==> src/rtl/l1_mmu_arb.sv <==
// l1_mmu_arb: round-robin arbiter moving L1 cache lines over a word-wide memory bus.
// Define L1_MMU_MMIO_EN to route MMIO-window addresses to the single-word MMIO port.
module l1_mmu_arb #(
  parameter int          NUM_PORTS  = 2,
  parameter int          LINE_WORDS = 8,
  parameter logic [31:0] MMIO_BASE  = 32'hFFFF0000,
  parameter logic [31:0] MMIO_MASK  = 32'hFFFF0000
) (
  input  logic                          sys_clk,
  input  logic                          rst,
  input  logic [NUM_PORTS-1:0]          l1_mmu_req_read,
  input  logic [NUM_PORTS-1:0]          l1_mmu_req_write,
  input  logic [32*NUM_PORTS-1:0]       l1_mmu_req_addr,
  input  logic [32*LINE_WORDS*NUM_PORTS-1:0]
                                        l1_mmu_write_data,
  output logic [NUM_PORTS-1:0]          mmu_l1_read_done,
  output logic [NUM_PORTS-1:0]          mmu_l1_write_done,
  output logic [32*LINE_WORDS-1:0]      mmu_l1_read_data,
  output logic                          mem_req,
  output logic                          mem_we,
  output logic [31:0]                   mem_addr,
  output logic [31:0]                   mem_wdata,
  input  logic                          mem_ack,
  input  logic [31:0]                   mem_rdata,
  output logic                          mmu_mmio_read,
  output logic                          mmu_mmio_write,
  output logic [31:0]                   mmu_mmio_addr,
  output logic [31:0]                   mmu_mmio_wdata,
  input  logic                          mmu_mmio_hit,
  input  logic [31:0]                   mmu_mmio_data
);

  localparam int LINE_BITS = 32 * LINE_WORDS;
  localparam int IW  = $clog2(LINE_WORDS);
  localparam int OFF = IW + 2;
  localparam int PW  = (NUM_PORTS > 1) ? $clog2(NUM_PORTS) : 1;
  localparam logic [IW-1:0] LAST_IDX = IW'(LINE_WORDS - 1);

  typedef enum logic [2:0] {
    IDLE, MEM_RD, MEM_WR, MMIO, DONE
  } state_t;

  typedef logic [LINE_WORDS-1:0][31:0] line_t;

  state_t               state_q, state_d;
  logic [PW-1:0]        gnt_q, pick, hi, lo;
  logic                 hi_v, lo_v, found;
  logic                 wr_q, pick_wr, pick_mmio;
  logic [31:0]          addr_q, pick_addr;
  logic [IW-1:0]        idx_q;
  line_t                buf_q, rd_q, mmio_line;
  logic [NUM_PORTS-1:0] pend;

  assign pend = l1_mmu_req_read | l1_mmu_req_write;

  // First pending port above the last grant wins, else lowest at/below it.
  always_comb begin
    hi_v = 1'b0;
    lo_v = 1'b0;
    hi   = '0;
    lo   = '0;
    for (int p = NUM_PORTS - 1; p >= 0; p--) begin
      if (pend[p]) begin
        if (p > int'(gnt_q)) begin
          hi_v = 1'b1;
          hi   = PW'(p);
        end else begin
          lo_v = 1'b1;
          lo   = PW'(p);
        end
      end
    end
    found = hi_v | lo_v;
    pick  = hi_v ? hi : lo;
  end

  assign pick_addr = l1_mmu_req_addr[32*pick +: 32];
  assign pick_wr   = l1_mmu_req_write[pick];

  always_comb begin
    state_d = state_q;
    unique case (state_q)
      IDLE: if (found) begin
        if (pick_mmio)    state_d = MMIO;
        else if (pick_wr) state_d = MEM_WR;
        else              state_d = MEM_RD;
      end
      MEM_RD, MEM_WR:
        if (mem_ack && idx_q == LAST_IDX)
          state_d = DONE;
      MMIO:    state_d = DONE;
      DONE:    state_d = IDLE;
      default: state_d = IDLE;
    endcase
  end

  always_ff @(posedge sys_clk) begin
    if (rst) begin
      state_q <= IDLE;
      gnt_q   <= PW'(NUM_PORTS - 1);
      wr_q    <= 1'b0;
      addr_q  <= '0;
      idx_q   <= '0;
      buf_q   <= '0;
      rd_q    <= '0;
    end else begin
      state_q <= state_d;
      unique case (state_q)
        IDLE: if (found) begin
          gnt_q  <= pick;
          wr_q   <= pick_wr;
          addr_q <= pick_addr;
          idx_q  <= '0;
          buf_q  <= l1_mmu_write_data[LINE_BITS*pick +: LINE_BITS];
        end
        MEM_RD: if (mem_ack) begin
          buf_q[idx_q] <= mem_rdata;
          idx_q        <= idx_q + 1'b1;
        end
        MEM_WR: if (mem_ack) idx_q <= idx_q + 1'b1;
        MMIO:   if (!wr_q) buf_q <= mmio_line;
        DONE:   if (!wr_q) rd_q <= buf_q;
        default: ;
      endcase
    end
  end

  assign mem_req   = (state_q == MEM_RD) || (state_q == MEM_WR);
  assign mem_we    = state_q == MEM_WR;
  assign mem_addr  = mem_req ? {addr_q[31:OFF], idx_q, 2'b00} : '0;
  assign mem_wdata = mem_we ? buf_q[idx_q] : '0;

  // The fresh line is presented in DONE; rd_q keeps it afterwards.
  assign mmu_l1_read_data = (state_q == DONE && !wr_q) ? buf_q : rd_q;

  always_comb begin
    mmu_l1_read_done  = '0;
    mmu_l1_write_done = '0;
    if (state_q == DONE) begin
      if (wr_q) mmu_l1_write_done[gnt_q] = 1'b1;
      else      mmu_l1_read_done[gnt_q]  = 1'b1;
    end
  end

`ifdef L1_MMU_MMIO_EN
  logic [IW-1:0] sel;
  logic          unused_lsb;

  assign pick_mmio = (pick_addr & MMIO_MASK) == MMIO_BASE;
  assign sel       = addr_q[OFF-1:2];

  always_comb begin
    mmio_line = '0;
    if (mmu_mmio_hit) mmio_line[sel] = mmu_mmio_data;
  end

  assign mmu_mmio_read  = (state_q == MMIO) && !wr_q;
  assign mmu_mmio_write = (state_q == MMIO) && wr_q;
  assign mmu_mmio_addr  = (state_q == MMIO) ? {addr_q[31:2], 2'b00} : '0;
  assign mmu_mmio_wdata = mmu_mmio_write ? buf_q[sel] : '0;
  assign unused_lsb     = ^addr_q[1:0];
`else
  logic unused_mmio;

  assign pick_mmio      = 1'b0;
  assign mmio_line      = '0;
  assign mmu_mmio_read  = 1'b0;
  assign mmu_mmio_write = 1'b0;
  assign mmu_mmio_addr  = '0;
  assign mmu_mmio_wdata = '0;
  assign unused_mmio    = ^{mmu_mmio_hit, mmu_mmio_data, addr_q[OFF-1:0]};
`endif

endmodule

==> config.mk <==
export PLATFORM = sky130hd
export DESIGN_NAME = l1_mmu_arb
export DESIGN_NICKNAME = d
export VERILOG_FILES = /design/src/rtl/l1_mmu_arb.sv
export SDC_FILE = /design/constraint.sdc
export NUM_CORES = 1
export LEC_CHECK = 0
export ABC_AREA = 1
export BUFFER_PORTS_ARGS = -buffer_cell sky130_fd_sc_hd__buf_4
export CAP_MARGIN = 10
export CORE_AREA = 2 2 399 401
export DETAILED_ROUTE_END_ITERATION = 7
export DIE_AREA = 0 0 401 403
export GPL_ROUTABILITY_DRIVEN = 0
export PLACE_DENSITY = 0.47
export SYNTH_ARGS = -nofsm -noshare
export SYNTH_HDL_FRONTEND = slang
export SYNTH_SLANG_ARGS = --single-unit
==> constraint.sdc <==
create_clock -name sys_clk -period 4.6 [get_ports sys_clk]
set_input_delay 0.23 -clock sys_clk [delete_from_list [all_inputs] [get_ports sys_clk]]
set_output_delay 0.23 -clock sys_clk [all_outputs]
set_load 0.02 [all_outputs]
# == Word level (Yosys, flattened, before mapping) ==
# Cells that the tools add are included.
# Widths: inputs -> output; s select.
# totals
reg_bits,552
in_bits,648
output_inout_bits,392
word_cells,92
# classes
addsub,1
magnitude_cmp,6
n_eq_ne,10
shifts,2
muxes,34
bitwise,3
n_reduce_logical,15
# ops
operator,count
$mux 256,4
$pmux 256 s3,1
$shiftx 512x10->256,1
$bwmux 256,1
$mux 32,4
$bmux 32 s3,1
$demux 32 s3,1
$shiftx 64x7->32,1
$mux 3,4
$mux 1,10
$mux 2,5
$pmux 3 s3,1
$eq 3x2->1 const B,2
$eq 3x3->1 const B,2
$ne 2x2->1 const B,3
$pmux 3 s2,1
$reduce_and 2->1,3
$logic_and 1x1->1,4
$lt 1x2->1 const B,2
$lt 3x4->1 const B,1
$ne 2x1->1 const B,2
$reduce_and 4->1,1
$add 3x1->3 const B,1
$eq 3x1->1 const B,1
14 further kinds,14

# == Longest topological paths before layout ==
# Gate-level depths: netlist of the first run.
# depth
ltp_word,10
depth_mapped,11
mapped_depth_nobuf,8

# == Least setup slack after synthesis of the first run ==
# No wires, ideal clock.
# synth_path
path_type,reg2out
start,reg idx_q[0]
end,out mem_wdata[17]
t_arrival_ps,1635
setup_slack_ps,2735
path_stages_with_launch,9
n_path_buf,3
cell_sequence,dfxtp_1 > buf_4 > inv_1 > buf_2 > nand3_2 > buf_2 > o22ai_1 > nor2_1 > a21oi_1
# synth_between
elab_chain_cells,3
# synth_lines
item,line_no,source
from (decl),50,logic [IW-1:0] idx_q;
from (signal assigned),118,idx_q <= idx_q + 1'b1;
from (signal assigned),120,MEM_WR: if (mem_ack) idx_q <= idx_q + 1'b1;
$bmux 32 s3,131,assign mem_wdata = mem_we ? buf_q[idx_q] : '0;
$mux 32 (not written as such),131,
$mux 32,131,
to (decl),22,"output logic [31:0] mem_wdata,"
# No other way between the ends. The select of a mux whose other input is x is not followed.

# == Final worst setup path of the first run ==
# layout_path
start,reg idx_q[1]
end,out mem_wdata[11]
# The elaborated chain is that of the path after synthesis.

==> summary.txt, run 1 <==
Outcome -> finished clean
DRC Markers -> 0
Largest area contributor in the synthesized netlist -> dfxtp_1
Area growth syn-to-layout -> 39.4%
#FFs+latches synth -> 547
CP required -> 4.37 ns
FF-to-FF path depth -> 9
Unrepaired setup endpoints after global routing -> false
Layout Nets -> 8506
Max_cap viols -> 0
Core Region -> 157000 um^2
R2R Path End -> buf_q[232]
Cell count after synthesis -> 6791
Hold path cells -> 5
IO Port Bufs -> 928
Hold Path End -> buf_q[178]
Post-Synthesis Cell Area -> 38400 um^2
Simple-Gate Fraction of Synth Area -> 40.4%
Clk network pwr share -> 18.8%
Final setup viols -> 0
Die Width -> 401 um
Clock latency on the worst-skew pair -> 0.71 ns
Total track usage -> 26.7%
Grt total ovfl -> 0
Setup TNS -> 0 ns
Register share of total power -> 21.1%
Syn avg cell area -> 5.66 um^2
Final hold slack -> 0.0225 ns
Post-DR wirelength/cell -> 22.7 um
Drt total wl -> 226000 um
Main synth FF type -> dfxtp_1
Rel. slew slack -> 9.85%
Main combinational cell family by area after synthesis -> simple AND/OR/NAND/NOR gates
HP Class -> in2reg
Clk sinks -> 547
FILL cells -> 17.4k
CTS tree -> built
Fin crit share -> 82.8%
Sw Share -> 50.9%
HPWL Detailed -> 158000 um
CTS Buffer Depth -> 3
Antenna violations before repair -> 19
Final hold vios -> 0
Register area -> 11000 um^2
Top cells by area, synth -> dfxtp_1, nand2_1, nor2_1
Iter 0 DRT Violations -> 4392
Leakage power -> 0.0284 uW
Final slew viol count -> 0
Die ar. -> 162000 um^2
Comb pwr share -> 60.2%
Post-route setup slack -> 0.792 ns
Root buffer cell -> clkbuf_16
HP Start -> l1_mmu_write_data[434]
Post-synth top cells -> nand2_1, nor2_1, inv_1
Antenna viol nets, final -> 0
Compound-gate portion of the synthesized area -> 12.8%
Finished Core Util -> 34.0%
Multi-input gate area -> 20800 um^2
Count leader, synth -> nand2_1
Starting Density -> 24.4%
Via-to-Cell Ratio -> 4.67
CTS clk-pin slew, worst paths -> 0.07 ns
Reg2reg start -> state_q[0]
I/O pin cnt -> 1040
First-pass GRT wire length -> 313000 um
Ys Warns -> 0
Synth unique cells -> 29
Dpl ws -> 1.45 ns
XOR/XNOR share of the synthesized area -> 0%
H-tree level count -> 3
Final Skew -> 0.0423 ns
Std-Cell Rows -> 146
Async S/R FF share, synth -> 0%
Int Pwr -> 16300 uW
Slew @ Worst Pin -> 1.35 ns
Sw power -> 16900 uW
Adder-Cell Fraction of Synth Area -> 0.0651%
Worst setup EP type -> output port
PD cells -> 621 nW/um^2
Inserted Clock Buffers -> 75
Worst-path fanout max -> 30
Die Height -> 403 um
Share of post-route cells with drive strength above 1 -> 19.0%
Initial DRT Pass Iterations -> 6
Crit Path Category -> reg2out
Post-synth EDFFs -> 0
Setup crit start kind -> flop
Fmax -> 263 MHz
Register area share after synthesis -> 28.5%
Largest net degree at the start of global routing -> 164
Via count of the first global-routing pass -> 42.4k
Post-synthesis mux area share -> 0%
Worst EP arrival -> 3.58 ns
Crit path time final -> 3.81 ns
Setup slack, reg-to-reg -> 1.43 ns
VDD IR max -> 0.541 mV
Post-synth top area share -> 28.5%
Via count -> 46.6k
cells by family (layout without fill, tap and decap cells):
family,Yosys count,after routing
other,1,74
AND/OR/NAND/NOR,3855,3855
AO/OA/AOI/OAI,710,710
flip-flops,547,547
buffers and inverters,1676,2728
adder cells (fa/ha/maj),2,2
worst max-delay path by stage:
stage / from / end / slack [ns] / depth (start not counted)
after floorplan: idx_q[0] / mem_wdata[17] / 2.73 / 8
after global placement: idx_q[1] / mem_wdata[11] / 1.46 / 6
after detailed placement: idx_q[1] / mem_wdata[11] / 1.45 / 6
after CTS: idx_q[1] / mem_wdata[11] / 0.67 / 6
after global routing: idx_q[1] / mem_wdata[11] / 0.59 / 6
final: idx_q[1] / mem_wdata[11] / 0.79 / 6
worst max-delay path, cell delays in order, from the launching register on:
cell and delay (ns):
dfxtp_4 0.46, inv_2 0.55, nand3_2 0.64, o21ai_0 0.54, nor2_1 0.19, a21oi_1 0.23
buf_4 0.22
power by group through the flow:
stage	sequential, uW	combinational [uW]	clock (uW)
3_5_place_dp	7090	18900	0
2_1_floorplan	6830	11700	0
4_1_cts	6990	20000	6350
5_1_grt	7160	21900	6520
6_report	7000	20000	6250
3_3_place_gp	7050	18800	0
cells in the final DEF, fill, tap and decap left out, types with 3 or more instances in the layout:
cell type / Yosys / routed
inv_1: 937 / 936
clkinv_2: 0 / 5
nand2_1: 1990 / 1986
dfxtp_1: 547 / 544
dlygate4sd3_1: 0 / 429
nor2_4: 1 / 7
o21ai_0: 117 / 117
clkbuf_16: 0 / 75
clkinv_16: 0 / 4
buf_12: 0 / 21
nand3_2: 3 / 6
nand3_1: 743 / 740
nand4_1: 32 / 32
buf_4: 73 / 1018
clkbuf_1: 173 / 19
bufinv_16: 0 / 6
inv_2: 189 / 188
o22ai_1: 12 / 12
a21oi_1: 322 / 321
a211oi_1: 117 / 117
a211oi_2: 139 / 139
diode_2: 0 / 6
nor2_1: 1077 / 1075
conb_1: 1 / 68
clkbuf_8: 0 / 17
dfxtp_4: 0 / 3
sequential cells by signal, summed over array words and instances (netlist names):
register / cells
wr_q: 1
gnt_q: 1
addr_q: 27
state_q: 3
idx_q: 3
buf_q: 256
rd_q: 256
what timing repair did:
item | in CTS | in global routing
gates resized for setup | 0 | 0
endpoints found under the hold margin | 280 | 0
hold buffers | 429 | 0
setup buffers | 0 | 0
layer usage:
metal  share of wire, %  vias up  GRT usage, %  routed length [um]
li1                   -    22700             -                   -
met1                 43    21600          35.1               96600
met2                 44     1958          42.1              100000
met3                8.8      299          6.51               19900
met4                4.2       10          10.2                9530
met5              0.027        -             0                  62
per-stage QoR:
step           cells  total power, uW  instance area (um^2)
6_report        9988            33300                 53600
2_1_floorplan   6858            18500                 38700
3_3_place_gp    9422            25800                 46700
3_5_place_dp    9422            26000                 46700
4_1_cts         9982            33400                 53600
5_1_grt         9982            35600                 53600
layout make-up:
| cell class | count | share of cell area (%) |
|---|---|---|
| multi-input cells | 4635 | 38.8 |
| inverters | 1128 | 7.94 |
| clock inverters | 20 | 0.724 |
| diodes | 6 | 0.0280 |
| well taps | 2072 | 4.84 |
| clock buffers | 111 | 4.07 |
| flip-flops and latches | 547 | 20.5 |
| repair buffers | 1469 | 23.1 |
No activity file was read; power rests on OpenSTA's default activity.
==> inputs of run 2 (changes only) <==
- clock period: 4.6 -> 3.9 ns (I/O delays scaled with it)
==> summary.txt, run 2 (same netlist as run 1, synthesis figures left out) <==
Outcome -> finished clean (unchanged)
Starting Density -> 24.4% (unchanged)
Final hold vios -> 0 (unchanged)
Area growth syn-to-layout -> 41.7% (was 39.4%)
Final setup viols -> 0 (unchanged)
Die Height -> 403 um (unchanged)
Largest net degree at the start of global routing -> 154 (was 164)
Core Region -> 157000 um^2 (unchanged)
Met3 WL post-DR -> 17800 um (was 19900 um)
Final Skew -> 0.0475 ns (was 0.0423 ns)
Layout Nets -> 8590 (was 8506)
CTS Hold Bufs -> 501 (was 429)
Area after DPL -> 46900 um^2 (was 46700 um^2)
Inserted Clock Buffers -> 75 (unchanged)
Fin crit share -> 93.4%
DRT met1 WL -> 98500 um (was 96600 um)
CTS Buffer Depth -> 3 (unchanged)
Slew @ Worst Pin -> 1.20 ns (was 1.35 ns)
Tot Pwr -> 39500 uW (was 33300 uW)
Wire length on met2 -> 104000 um (was 100000 um)
Post-CTS setup buffer count -> 0 (unchanged)
Finished Core Util -> 34.6% (was 34.0%)
First-pass GRT wire length -> 317000 um (was 313000 um)
PD cells -> 724 nW/um^2 (was 621 nW/um^2)
Clock latency on the worst-skew pair -> 0.72 ns (was 0.71 ns)
Share of post-route cells with drive strength above 1 -> 19.1% (was 19.0%)
Via-to-Cell Ratio -> 4.65 (was 4.67)
Commonest non-fill, non-tap cell in the layout -> nand2_1 (unchanged)
Leakage power -> 0.0288 uW (was 0.0284 uW)
Worst-path fanout max -> 96 (was 30)
Root buffer cell -> clkbuf_16 (unchanged)
Initial DRT Pass Iterations -> 6 (unchanged)
HP Class -> in2reg (unchanged)
Finished Cell Area -> 54500 um^2 (was 53600 um^2)
Via count of the first global-routing pass -> 43.5k (was 42.4k)
Final hold slack -> 0.0367 ns (was 0.0225 ns)
CTS tree -> built (unchanged)
HPWL Detailed -> 162000 um (was 158000 um)
Via count -> 46.9k (was 46.6k)
Worst EP arrival -> 3.45 ns (was 3.58 ns)
Antenna viol nets, final -> 0 (unchanged)
Antenna violations before repair -> 27 (was 19)
H-tree level count -> 3 (unchanged)
Post-DR wirelength/cell -> 22.5 um (was 22.7 um)
Drt total wl -> 227000 um (was 226000 um)
Unrepaired setup endpoints after global routing -> false (unchanged)
Clk sinks -> 547 (unchanged)
DRC Markers -> 0 (unchanged)
Commonest non-fill, non-tap cells in the layout -> nand2_1, nor2_1, buf_4, inv_1, nand3_1 (unchanged)
Top Registers -> buf_q (256), rd_q (256), addr_q (27) (unchanged)
Fmax -> 274 MHz
Total track usage -> 27.0% (was 26.7%)
Crit Path Category -> reg2out (unchanged)
Iter 0 DRT Violations -> 4355 (was 4392)
Top routing layer in use -> met5 (unchanged)
CTS clk-pin slew, worst paths -> 0.06 ns (was 0.07 ns)
Die ar. -> 162000 um^2 (unchanged)
Die Width -> 401 um (unchanged)
Max_cap viols -> 0 (unchanged)
Setup crit start kind -> flop (unchanged)
Grt total ovfl -> 0 (unchanged)
Resize count post-CTS -> 0 (unchanged)
VDD IR max -> 0.447 mV (was 0.541 mV)
Crit path time final -> 3.64 ns
CP required -> 3.70 ns (was 4.37 ns)
Std-Cell Rows -> 146 (unchanged)
IO Port Bufs -> 928 (unchanged)
Worst setup EP type -> output port (unchanged)
Setup TNS -> 0 ns (unchanged)
Final slew viol count -> 0 (unchanged)
I/O pin cnt -> 1040 (unchanged)
Rel. slew slack -> 19.9% (was 9.85%)
[run 2: cell count changes in the layout (fill, tap and decap cells not counted), sizes merged, moves of 2 or more]
cell and delta:
clkbuf -13, diode +5, inv +2, clkinv +14, dlygate4sd3 +72, buf +12
[run 2: final timing paths]
| kind | startpoint | end | slack [ns] | cells after the start |
|---|---|---|---|---|
| max reg2reg | gnt_q | buf_q[93] | 0.97 | 11 |
| min | l1_mmu_write_data[132] | buf_q[132] | 0.04 | 7 |
| max | state_q[0] | mmu_l1_read_data[248] | 0.26 | 9 |
| min reg2reg | rd_q[180] | rd_q[180] | 0.51 | 4 |
[run 2: stage by stage]
| stage | cells | setup WS, ns |
|---|---|---|
| 2_1_floorplan | 6858 | 2.07 |
| 3_3_place_gp | 9434 | 1.16 |
| 3_5_place_dp | 9434 | 1.15 |
| 4_1_cts | 10100 | 0.377 |
| 5_1_grt | 10100 | 0.205 |
| 6_report | 10100 | 0.256 |
[run 2: routing by layer]
layer | up-vias | GRT usage (%)
met4 | 14 | 8.31
met5 | - | 0
li1 | 22900 | -
met1 | 21900 | 35.3
met3 | 264 | 6.47
met2 | 1786 | 43.6
[run 2: where the power goes]
part	switching, uW	total [uW]	leakage (uW)	internal [uW]
registers	862	8360	0.00450	7490
clock network	3100	7240	0.00125	4140
logic	16100	23900	0.0231	7780
total	20100	39500	0.0288	19400
[run 2: worst max-delay path: stages, from the launching register on]
cell and delay (ns):
dfxtp_1 0.40, nor2_2 0.20, nand2_1 0.15, nor2_4 0.37
inv_8 0.28, buf_12 0.42, nand2_1 0.09, inv_1 0.05
a21oi_1 0.31, buf_4 0.22
[run 2: area by class of cell]
type	count	area, um^2
antenna	11	27.5
clock buffer	98	2070
clock inverter	36	448
fill	17400	103000
inverter	1128	4250
multi-input combinational	4635	20800
sequential	547	11000
tap	2072	2590
timing repair buffer	1553	13300
